===== config.mk =====
export PLATFORM = sky130hd
export DESIGN_NAME = ram2uart_dump
export DESIGN_NICKNAME = d
export VERILOG_FILES = /design/src/rtl/uart_pkg.sv /design/src/rtl/uart_tx_byte.sv /design/src/rtl/ram2uart_dump.sv
export SDC_FILE = /design/constraint.sdc
export NUM_CORES = 1
export LEC_CHECK = 0
export BUFFER_PORTS_ARGS = -buffer_cell sky130_fd_sc_hd__buf_4
export CAP_MARGIN = 5
export CORE_MARGIN = 2
export CORE_UTILIZATION = 40
export DETAILED_ROUTE_END_ITERATION = 6
export GPL_TIMING_DRIVEN = 0
export PLACE_DENSITY = 0.6
export SLEW_MARGIN = 20
export SYNTH_ARGS = -nofsm -noshare
export SYNTH_HDL_FRONTEND = slang
export SYNTH_SLANG_ARGS = --single-unit
export TNS_END_PERCENT = 50

===== constraint.sdc =====
create_clock -name clk -period 2.3 [get_ports clk]
set_input_delay 0.23 -clock clk [delete_from_list [all_inputs] [get_ports clk]]
set_output_delay 0.23 -clock clk [all_outputs]
set_load 0.05 [all_outputs]

===== src/rtl/uart_pkg.sv =====
// Shared UART frame constants and the dump controller state encoding.
package uart_pkg;

  localparam int   CLKS_PER_BIT_DEF = 5208;
  localparam logic UART_START       = 1'b0;
  localparam logic UART_STOP        = 1'b1;
  localparam int   DATA_BITS        = 8;

  typedef enum logic [2:0] {
    ST_IDLE,
    ST_RD_REQ,
    ST_RD_WAIT,
    ST_START,
    ST_DATA,
    ST_STOP,
    ST_FIN
  } dump_state_t;

  typedef enum logic [1:0] {
    TX_IDLE,
    TX_START,
    TX_DATA,
    TX_STOP
  } tx_phase_t;

endpackage


===== src/rtl/uart_tx_byte.sv =====
// 8N1 byte serializer, LSB first. Loads on valid&ready; tx is a flop.
module uart_tx_byte
  import uart_pkg::*;
#(
  parameter int CLKS_PER_BIT = CLKS_PER_BIT_DEF
) (
  input  logic       clk,
  input  logic       rst_n,
  input  logic       valid,
  input  logic [7:0] data,
  output logic       ready,
  output logic       tx,
  output logic       bit_tick,
  output logic       last_bit
);

  localparam int            CW        = (CLKS_PER_BIT > 1) ? $clog2(CLKS_PER_BIT) : 1;
  localparam logic [CW-1:0] BAUD_LAST = CW'(CLKS_PER_BIT - 1);

  tx_phase_t     phase;
  logic [CW-1:0] baud_cnt;
  logic [2:0]    bit_idx;
  logic [7:0]    sh;

  assign ready    = (phase == TX_IDLE);
  assign bit_tick = (phase != TX_IDLE) && (baud_cnt == BAUD_LAST);
  assign last_bit = (bit_idx == 3'(DATA_BITS - 1));

  // sh always holds the next data bit in sh[0]; tx is updated on each bit boundary
  always_ff @(posedge clk or negedge rst_n) begin
    if (!rst_n) begin
      phase    <= TX_IDLE;
      baud_cnt <= '0;
      bit_idx  <= '0;
      sh       <= '0;
      tx       <= UART_STOP;
    end else if (phase == TX_IDLE) begin
      if (valid) begin
        phase    <= TX_START;
        baud_cnt <= '0;
        bit_idx  <= '0;
        sh       <= data;
        tx       <= UART_START;
      end
    end else if (!bit_tick) begin
      baud_cnt <= baud_cnt + CW'(1);
    end else begin
      baud_cnt <= '0;
      unique case (phase)
        TX_START: begin
          phase <= TX_DATA;
          tx    <= sh[0];
          sh    <= {1'b0, sh[7:1]};
        end
        TX_DATA: begin
          if (last_bit) begin
            phase <= TX_STOP;
            tx    <= UART_STOP;
          end else begin
            tx      <= sh[0];
            sh      <= {1'b0, sh[7:1]};
            bit_idx <= bit_idx + 3'd1;
          end
        end
        TX_STOP:  phase <= TX_IDLE;
        default:  phase <= TX_IDLE;
      endcase
    end
  end

endmodule


===== src/rtl/ram2uart_dump.sv =====
// Dumps data RAM bytes 0..DEPTH-1 over UART after the processor halts.
//  state   | meaning
//  IDLE    | waiting for a rising edge on EndOperations
//  RD_REQ  | RAM read strobe for the current address
//  RD_WAIT | RAM data valid, handed to the serializer
//  START   | start bit on tx
//  DATA    | eight data bits on tx
//  STOP    | stop bit; then next address or finish
//  FIN     | dump complete, raise done
module ram2uart_dump
  import uart_pkg::*;
#(
  parameter int CLKS_PER_BIT = CLKS_PER_BIT_DEF,
  parameter int ADDR_W       = 8,
  parameter int DEPTH        = 256
) (
  input  logic              clk,
  input  logic              rst_n,
  input  logic              EndOperations,
  output logic              ram_rd_en,
  output logic [ADDR_W-1:0] ram_addr,
  input  logic [7:0]        ram_rdata,
  output logic              tx,
  output logic              busy,
  output logic              done
);

  // one extra address bit so a full 2**ADDR_W dump cannot wrap
  localparam logic [ADDR_W:0] LAST_ADDR = (ADDR_W + 1)'(DEPTH - 1);

  dump_state_t     state, state_next;
  logic            eo_q;
  logic            start;
  logic [ADDR_W:0] addr, addr_next;
  logic            ser_valid, ser_ready, bit_tick, last_bit;

  assign start     = EndOperations & ~eo_q;
  assign ser_valid = (state == ST_RD_WAIT);

  uart_tx_byte #(
    .CLKS_PER_BIT(CLKS_PER_BIT)
  ) u_tx (
    .clk     (clk),
    .rst_n   (rst_n),
    .valid   (ser_valid),
    .data    (ram_rdata),
    .ready   (ser_ready),
    .tx      (tx),
    .bit_tick(bit_tick),
    .last_bit(last_bit)
  );

  always_comb begin
    state_next = state;
    addr_next  = addr;
    unique case (state)
      ST_IDLE: begin
        if (start) begin
          state_next = ST_RD_REQ;
          addr_next  = '0;
        end
      end
      ST_RD_REQ:  state_next = ST_RD_WAIT;
      ST_RD_WAIT: if (ser_ready) state_next = ST_START;
      ST_START:   if (bit_tick) state_next = ST_DATA;
      ST_DATA:    if (bit_tick && last_bit) state_next = ST_STOP;
      ST_STOP: begin
        if (bit_tick) begin
          if (addr == LAST_ADDR) begin
            state_next = ST_FIN;
          end else begin
            addr_next  = addr + (ADDR_W + 1)'(1);
            state_next = ST_RD_REQ;
          end
        end
      end
      ST_FIN:  state_next = ST_IDLE;
      default: state_next = ST_IDLE;
    endcase
  end

  always_ff @(posedge clk or negedge rst_n) begin
    if (!rst_n) begin
      state <= ST_IDLE;
      eo_q  <= 1'b0;
      addr  <= '0;
    end else begin
      state <= state_next;
      eo_q  <= EndOperations;
      addr  <= addr_next;
    end
  end

  // outputs are decoded from the next state so they line up with it as flops
  always_ff @(posedge clk or negedge rst_n) begin
    if (!rst_n) begin
      ram_rd_en <= 1'b0;
      ram_addr  <= '0;
      busy      <= 1'b0;
      done      <= 1'b0;
    end else begin
      ram_rd_en <= (state_next == ST_RD_REQ);
      if (state_next == ST_RD_REQ) ram_addr <= addr_next[ADDR_W-1:0];
      busy <= (state_next != ST_IDLE);
      if (state == ST_FIN) done <= 1'b1;
      else if (state == ST_IDLE && start) done <= 1'b0;
    end
  end

endmodule


==> results.yml, run 1 <==
sta:
  setup_ws_ps: 105.2
  slew_headroom_pct: 57.25
  finalHoldViolCount: 0
  drv_slew: 0
  tns_ps: 0
  hold_ws_ps: 40.82
  worstMarginPinSlew_ps: 641.2
  layout_min_cycle_time_ps: 2195
  setup_viol: 0
  clock_skew_ps: 8.584
  fin_crit_sh_pct: 95.43
  max_clock_freq_mhz: 455.6
global_routing:
  grt_use_total_pct: 15.56
  antenna_found_initial: 0
  overflow: 0
  grt_pass1_wl_um: 9252
  grt_max_degree: 52
  grt_pass1_vias: 1958
placement:
  place_congestion: 0.7917
  io_buffer_count: 22
  dp_hpwl_um: 3620
  placed_area_sq_um: 2884
  post-place-ws_ps: -118.3
  dp_cells: 374
run_status:
  status: "completed"
critical_path:
  criticalPathCategory: "reg2reg"
  cp.required_ps: 2470
  cp.arrival_ps: 2360
  endpoint_kind: "register"
  rrSetupSlack_ps: 110
  cp-start-kind: "register"
  crit_path_max_fanout: 10
clocking:
  cts_tree: "done"
  clk-insertion-delay-late_ps: 310
  cts.sinks: 51
  max-clock-path-buffers: 2
  numCtsBuffers: 5
  htree_levels: 2
  cts-root-buf: "clkbuf_8"
  clk_pin_slew_ps: 100
final_layout:
  n_antenna_cell: 0
  num-fill-cells: 608
  final_cells: 385
  multi_input_area_sq_um: 1284
  drive_gt1_share_pct: 16.56
  final_cell_area_sq_um: 3089
  fin_nets: 325
  fin_util_pct: 48.65
  area_growth_pct: 17.80
  final-seq-area_sq_um: 1277
yosys:
  yosysTopAreaCell: "dfrtp_1"
  ys_types: 47
  yosys-top-cells-count: "50 x dfrtp_1, 38 x o21ai_0, 29 x nand2_1"
  yosysMostFrequentCell: "dfrtp_1"
  ys_ff_latch: 51
  synth.area.top_cells: "dfrtp_1 48%, o21ai_0 7.3%, nand3_1 4.2%, nand2_1 4.2%, ha_1 3.3%"
  netlist_instances: 275
  yosys_warnings: 0
  synth_fp_nets: 293
  synth_top_area_share_pct: 47.71
  synthFlopType: "dfrtp_1"
  avgSynthCellArea_sq_um: 9.536
  async_flop_share_pct: 100.0
  syn_area_sq_um: 2623
  synth_edf_count: 0
  seq_area_frac_synth_pct: 48.71
floorplanning:
  fp-row-count: 29
  die_w_um: 84.97
  die_h_um: 84.97
  start_util_pct: 41.30
  pin_count: 23
  die-area_sq_um: 7220
  coreArea_sq_um: 6350
routing:
  totalWireLength_um: 5355
  first_pass_iters: 5
  drcViolationCount: 0
  antenna_left: 0
  drt_iter0_drc: 83
  viasPerCell: 5.478
  vias: 2109
  wl_per_cell_um: 13.91
power:
  p_per_area_nw_per_um2: 547.2
  report.power.total_mw: 1.690
  leakage_nw: 1.335
  worst_ir_drop_vdd_uv: 343.6
job:
  maxCapViolations: 0
worst_hold_path:
  hold_path.class: "in2reg"
cell families (layout without fill, tap and decap cells):
kind of cell | count (synthesis) | after routing | synth area share, %
AO/OA/AOI/OAI | 80 | 80 | 18.65
adder cells (fa/ha/maj) | 7 | 7 | 3.340
buffers and inverters | 21 | 54 | 3.721
multiplexers | 9 | 9 | 3.483
XOR/XNOR | 6 | 6 | 2.004
AND/OR/NAND/NOR | 101 | 101 | 20.09
flip-flops | 51 | 51 | 48.71
path summary, 6_finish.rpt:
path / startpoint / endpoint / cells past startpoint
max in group asynchronous: rst_n / u_tx.baud_cnt[4]$_DFFE_PN0P_ / 2
max reg2reg: u_tx.baud_cnt[9]$_DFFE_PN0P_ / u_tx.baud_cnt[5]$_DFFE_PN0P_ / 6
min: EndOperations / eo_q$_DFF_PN0_ / 1
min reg2reg: done$_DFFE_PN0P_ / done$_DFFE_PN0P_ / 2
max: u_tx.baud_cnt[9]$_DFFE_PN0P_ / u_tx.baud_cnt[5]$_DFFE_PN0P_ / 6
min in group asynchronous: rst_n / ram_addr[7]$_DFFE_PN0N_ / 2
report_power, final:
group / internal (mW) / switching (mW) / total, mW / leakage [nW]
Combinational: 0.0180 / 0.0243 / 0.0424 / 0.689
Clock: 0.434 / 0.307 / 0.740 / 0.0644
Sequential: 0.904 / 0.00355 / 0.908 / 0.581
flip-flops by register name (all words and copies together) (netlist names):
signal         cells
addr               9
done               1
u_tx.tx            1
state              3
u_tx.bit_idx       3
u_tx.baud_cnt     13
eo_q               1
busy               1
u_tx.sh            8
ram_addr           8
u_tx.phase         2
ram_rd_en          1
worst max-delay path, cell delays in order, from the launching register on:
cell     delay, ps
dfrtp_1        440
or4b_4         610
o31ai_4        410
buf_4          270
nor2_1          60
o21ai_0        150
o41ai_1        110
cell type report:
cell class                 instances  area share, %
timing repair buffer              26          6.399
sequential                        51          41.35
clock inverter                     3          2.187
inverter                           9          1.094
buffer                            11          2.066
multi-input combinational        203          41.56
clock buffer                       5          2.228
tap                               77          3.119
metal layers:
layer | part of all wire (%) | global-route usage [%]
met1 | 50 | 21.81
met2 | 47 | 24.79
met3 | 3.0 | 3.502
met4 | 0.84 | 3.463
met5 | 0 | 0
what timing repair did:
item                                    CTS  global route
gates cloned                              0             0
pin swaps                                 1             1
setup buffers                             1             2
endpoints found under the setup margin   19            34
endpoints found under the hold margin    50             0
resized for setup                         3             5
hold buffers                              1             0
cell usage in the layout (no fill, tap or decap), drive strengths merged, types with 3 or more instances in the layout:
master,netlist,routed
nor2,16,16
inv,9,9
buf,8,32
nand3,22,22
xor2,4,4
and3,4,4
nand3b,4,4
a31oi,5,5
a21oi,6,6
nand2,29,29
nand2b,3,3
clkbuf,4,9
ha,7,7
o41ai,3,3
o211ai,3,3
a22o,3,3
o31ai,9,9
nor3,4,4
o21ai,46,46
nor2b,4,4
dfrtp,50,50
nor4,4,4
mux2i,8,8
Power figures use the tool's default switching activity.
==> run 2: changes to the inputs <==
--- a/config.mk
+++ b/config.mk
@@ -5,6 +5,7 @@
 export SDC_FILE = /design/constraint.sdc
 export NUM_CORES = 1
 export LEC_CHECK = 0
+export ABC_AREA = 1
 export BUFFER_PORTS_ARGS = -buffer_cell sky130_fd_sc_hd__buf_4
 export CAP_MARGIN = 5
 export CORE_MARGIN = 2
==> results.yml, run 2 <==
clocking:
  cts-root-buf: "clkbuf_8"
  cts.sinks: 51
  clk_pin_slew_ps: 100
  cts_tree: "done"
  numCtsBuffers: 5
  cts-hold-fix-buffers: 1
  clk-insertion-delay-late_ps: 310
  htree_levels: 2
  postCtsSetupBuffers: 0
  cts_resized: 0
  max-clock-path-buffers: 2
yosys:
  seq_area_frac_synth_pct: 44.12
  yosysTopAreaCell: "dfrtp_1"
  yosysMostFrequentCell: "nand2_1"
  synthFlopType: "dfrtp_1"
  async_flop_share_pct: 100.0
  ys_types: 44
  synth_edf_count: 0
  netlist_instances: 361
  yosys_warnings: 0
  synth.area.top_cells: "dfrtp_1 43%, nand2_1 13%, inv_1 6.1%, nand3_1 4.5%, nor2_1 3.6%"
  synth_fp_nets: 379
  syn_area_sq_um: 2895
  avgSynthCellArea_sq_um: 8.020
  synth_top_area_share_pct: 43.22
  ys_ff_latch: 51
  yosys-top-cells-count: "101 x nand2_1, 50 x dfrtp_1, 47 x inv_1"
critical_path:
  crit_path_max_incr_delay_ps: 380
  crit_path_max_fanout: 10
  cp-start-kind: "register"
  crit_family: "simple AND/OR/NAND/NOR gates"
  cp_slowest_cell: "dfrtp_1"
  endpoint_kind: "register"
  criticalPathCategory: "reg2reg"
  crit_chain: "inv_1 -> ha_1 -> inv_1 -> buf_2 -> nand3_1 -> nand2_1 -> nand3_1 -> nand3_1 -> nand2_1 -> nand2_1"
  cp.required_ps: 2560
  cp.arrival_ps: 2050
  cp_num_buf_inv: 3
power:
  report.power.total_mw: 1.506
  leakage_nw: 1.590
  p_per_area_nw_per_um2: 457.4
  worst_ir_drop_vdd_uv: 188.2
placement:
  post-place-ws_ps: 488.2
  dp_cells: 482
  io_buffer_count: 22
  dp_hpwl_um: 4281
  place_congestion: 0.8356
routing:
  first_pass_iters: 4
  totalWireLength_um: 5769
  drt_iter0_drc: 91
  vias: 2336
  viasPerCell: 4.758
  antenna_left: 0
  drcViolationCount: 0
  wl_per_cell_um: 11.75
final_layout:
  n_antenna_cell: 0
  largest_reg_flops: 13
  multi_input_area_sq_um: 1371
  fin_nets: 409
  largest-register: "u_tx.baud_cnt"
  final_cells: 491
  layout_commonest_cell: "nand2_1"
  reg_top3: "u_tx.baud_cnt: 13 flops, addr: 9 flops"
  area_growth_pct: 13.74
  num-fill-cells: 732
  drive_gt1_share_pct: 16.58
  layout_common_cells: "101 x nand2_1, 50 x dfrtp_1, 47 x inv_1"
  final-seq-area_sq_um: 1277
floorplanning:
  start_util_pct: 40.57
  die_w_um: 89.08
  pin_count: 23
  coreArea_sq_um: 7137
  die-area_sq_um: 7934
  die_h_um: 89.08
  fp-row-count: 31
global_routing:
  antenna_found_initial: 0
  grt_use_total_pct: 16.57
  overflow: 0
  grt_pass1_wl_um: 10390
  grt_pass1_vias: 2324
  grt_max_degree: 52
run_status:
  status: "completed"
sta:
  setup_viol: 0
  drv_slew: 0
  setup_ws_ps: 502.9
  slew_headroom_pct: 56.25
  layout_min_cycle_time_ps: 1797
  rsz0062_at_grt: "false"
  clock_skew_ps: 11.36
  tns_ps: 0
  fin_crit_sh_pct: 78.13
  worstMarginPinSlew_ps: 656.3
  finalHoldViolCount: 0
  max_clock_freq_mhz: 556.5
worst_hold_path:
  hold_path.class: "in2reg"
job:
  maxCapViolations: 0
run 2: report_power, final:
part | leakage [nW] | total (mW) | switching (mW) | internal, mW
Sequential | 0.565 | 0.906 | 0.00216 | 0.904
Clock | 0.0474 | 0.555 | 0.309 | 0.246
Combinational | 0.978 | 0.0453 | 0.0276 | 0.0177
Total | 1.59 | 1.51 | 0.339 | 1.17
run 2: kinds of logic after synthesis:
| family | Yosys count | share of synthesized area (%) |
|---|---|---|
| simple gates | 182 | 30.42 |
| buf+inv | 60 | 8.513 |
| xor+xnor | 5 | 1.512 |
| flops | 51 | 44.12 |
| compound gates | 56 | 12.40 |
| fa+ha+maj | 7 | 3.025 |
run 2: area by class of cell:
type / instances / share of cell area (%)
inverter: 53 / 6.193
timing repair buffer: 23 / 5.319
buffer: 7 / 1.292
clock buffer: 6 / 2.508
tap: 99 / 3.761
multi-input combinational: 250 / 41.64
sequential: 51 / 38.79
clock inverter: 2 / 0.4939
run 2: path summary, 6_finish.rpt:
kind | slack, ps | startpoint | cells past startpoint | endpoint
min in group asynchronous | 480 | rst_n | 2 | u_tx.sh[0]$_DFFE_PN0P_
setup reg to reg | 500 | u_tx.phase[1]$_DFFE_PN0P_ | 10 | ram_addr[2]$_DFFE_PN0N_
hold reg to reg | 490 | ram_addr[6]$_DFFE_PN0N_ | 2 | ram_addr[6]$_DFFE_PN0N_
hold / removal | 40 | EndOperations | 1 | eo_q$_DFF_PN0_
max in group asynchronous | 1380 | rst_n | 2 | u_tx.bit_idx[0]$_DFFE_PN0P_
setup / recovery | 500 | u_tx.phase[1]$_DFFE_PN0P_ | 10 | ram_addr[2]$_DFFE_PN0N_
run 2: worst reg2reg max path: cells and delay by family, from the launching register on:
kind / cells / cell delay (ps)
and+or+nand+nor: 6 / 770
buffers and inverters: 3 / 420
DFF: 1 / 380
adders and majority gates: 1 / 180
run 2: stage by stage:
stage | hold slack (ps) | utilization [%] | area [sq um]
2_1_floorplan | -65.59 | - | 2895
3_3_place_gp | 320.8 | 44.62 | 3184
3_5_place_dp | 323.8 | 44.62 | 3184
4_1_cts | 30.54 | 46.14 | 3293
5_1_grt | 25.03 | 46.14 | 3293
6_report | 37.83 | 46.14 | 3293
run 2: metal layers:
| metal | part of all wire, % | track usage (%) | up-vias |
|---|---|---|---|
| met3 | 2.3 | 2.770 | 5 |
| met5 | 0 | 0 | - |
| met4 | 1.2 | 5.020 | 0 |
| met1 | 51 | 22.90 | 1084 |
| met2 | 45 | 26.80 | 22 |
| li1 | - | - | 1225 |
==> run 3: changes to the inputs <==
==> constraint.sdc (replaced) <==
create_clock -name clk -period 1.5 [get_ports clk]
set_input_delay 0.15 -clock clk [delete_from_list [all_inputs] [get_ports clk]]
set_output_delay 0.15 -clock clk [all_outputs]
set_load 0.05 [all_outputs]
==> results.yml, run 3 (same netlist as run 2, synthesis figures left out) <==
run_status:
  status: "finished, violations left"
  violations: "setup timing"
global_routing:
  antenna_found_initial: 0
  grt_max_degree: 52
  overflow: 0
  grt_pass1_wl_um: 11210
  grt_use_total_pct: 18.15
  grt_pass1_vias: 2403
routing:
  first_pass_iters: 4
  wl_per_cell_um: 13.15
  totalWireLength_um: 6774
  vias: 2513
  viasPerCell: 4.880
  drcViolationCount: 0
  antenna_left: 0
  drt_iter0_drc: 94
clocking:
  clk_pin_slew_ps: 110
  cts_tree: "done"
  cts-root-buf: "clkbuf_8"
  clk-insertion-delay-late_ps: 320
  max-clock-path-buffers: 2
  htree_levels: 2
  cts.sinks: 51
  numCtsBuffers: 5
sta:
  layout_min_cycle_time_ps: 1597
  setup_viol: 28
  slew_headroom_pct: 55.61
  setup_ws_ps: -96.62
  finalHoldViolCount: 0
  max_clock_freq_mhz: 626.3
  fin_crit_sh_pct: 106.4
  rsz0062_at_grt: "true"
  hold_ws_ps: 74.24
  tns_ps: -1375
  clock_skew_ps: 21.71
  drv_slew: 0
  worstMarginPinSlew_ps: 665.8
critical_path:
  endpoint_kind: "register"
  ff2ff_path_depth: 9
  rrSetupSlack_ps: -100
  crit_end: "addr[4]$_DFF_PN0_"
  cp-start-kind: "register"
  cp.required_ps: 1720
  startpoint: "u_tx.baud_cnt[0]$_DFFE_PN0P_"
  r2r_start: "u_tx.baud_cnt[0]$_DFFE_PN0P_"
  criticalPathCategory: "reg2reg"
  cp.arrival_ps: 1820
  crit_path_max_fanout: 6
  reg2reg_to: "addr[4]$_DFF_PN0_"
placement:
  placed_area_sq_um: 3227
  dp_hpwl_um: 4434
  post-place-ws_ps: -288.5
  io_buffer_count: 22
  place_congestion: 0.8507
  dp_cells: 482
worst_hold_path:
  hold_path.class: "in2reg"
floorplanning:
  fp-row-count: 31
  coreArea_sq_um: 7137
  pin_count: 23
  die-area_sq_um: 7934
  start_util_pct: 40.57
  die_h_um: 89.08
  die_w_um: 89.08
power:
  leakage_nw: 1.783
  worst_ir_drop_vdd_uv: 383.8
  p_per_area_nw_per_um2: 642.0
  report.power.total_mw: 2.481
final_layout:
  layout_common_cells: "83 x nand2_1, 48 x dfrtp_1, 39 x buf_4"
  final-seq-area_sq_um: 1280
  n_antenna_cell: 0
  reg_top3: "u_tx.baud_cnt: 13 flops, addr: 9 flops"
  num-fill-cells: 696
  multi_input_area_sq_um: 1679
  largest-register: "u_tx.baud_cnt"
  fin_nets: 433
  layout_commonest_cell: "nand2_1"
  fin_util_pct: 54.14
  drive_gt1_share_pct: 36.78
  largest_reg_flops: 13
  final_cells: 515
  final_cell_area_sq_um: 3864
  area_growth_pct: 33.45
job:
  maxCapViolations: 0
[run 3: repair_timing]
item,CTS,global route
endpoints found under the hold margin,51,0
setup endpoints to repair,48,42
hold buffers,2,0
cloned,2,2
setup buffers,14,5
pin swaps,17,12
resized for setup,52,37
[run 3: layer usage]
metal / vias up / part of all wire, % / GRT usage [%]
met5: - / 0 / 0
met3: 11 / 2.3 / 2.308
li1: 1271 / - / -
met4: 0 / 1.9 / 6.784
met1: 1202 / 46 / 23.65
met2: 29 / 50 / 30.94
[run 3: area by class of cell]
class / count / area share (%)
clock inverter: 3 / 1.231
timing repair buffer: 44 / 9.650
multi-input combinational: 252 / 43.46
timing repair inverter: 1 / 0.2915
clock buffer: 5 / 1.781
inverter: 53 / 5.408
sequential: 51 / 33.13
buffer: 7 / 1.846
tap: 99 / 3.206
[run 3: critical path: stages (launching register included)]
cell     delay, ps
dfrtp_1        410
ha_4           170
nand2_4         60
nor2_4         120
nand3_2        110
nor2_4         130
nand3_4        140
nand2_8        150
inv_8           50
o21a_1         160
[run 3: worst min-delay path by stage]
stage	endpoint	slack, ps	startpoint	cells after the start
after CTS	u_tx.sh[7]$_DFFE_PN0P_	70	ram_rdata[7]	3
after floorplan	addr[0]$_DFF_PN0_	-150	rst_n	0
final	u_tx.sh[7]$_DFFE_PN0P_	70	ram_rdata[7]	3
after global placement	u_tx.baud_cnt[8]$_DFFE_PN0P_	240	rst_n	1
after detailed placement	u_tx.baud_cnt[8]$_DFFE_PN0P_	240	rst_n	1
after global routing	u_tx.sh[4]$_DFFE_PN0P_	70	ram_rdata[4]	3
[run 3: report_power, final]
part | internal, mW | total [mW] | switching, mW | leakage (nW)
Combinational | 0.0316 | 0.0772 | 0.0456 | 1.16
Clock | 0.507 | 1.01 | 0.507 | 0.0587
Sequential | 1.39 | 1.39 | 0.00341 | 0.563
Total | 1.92 | 2.48 | 0.556 | 1.78
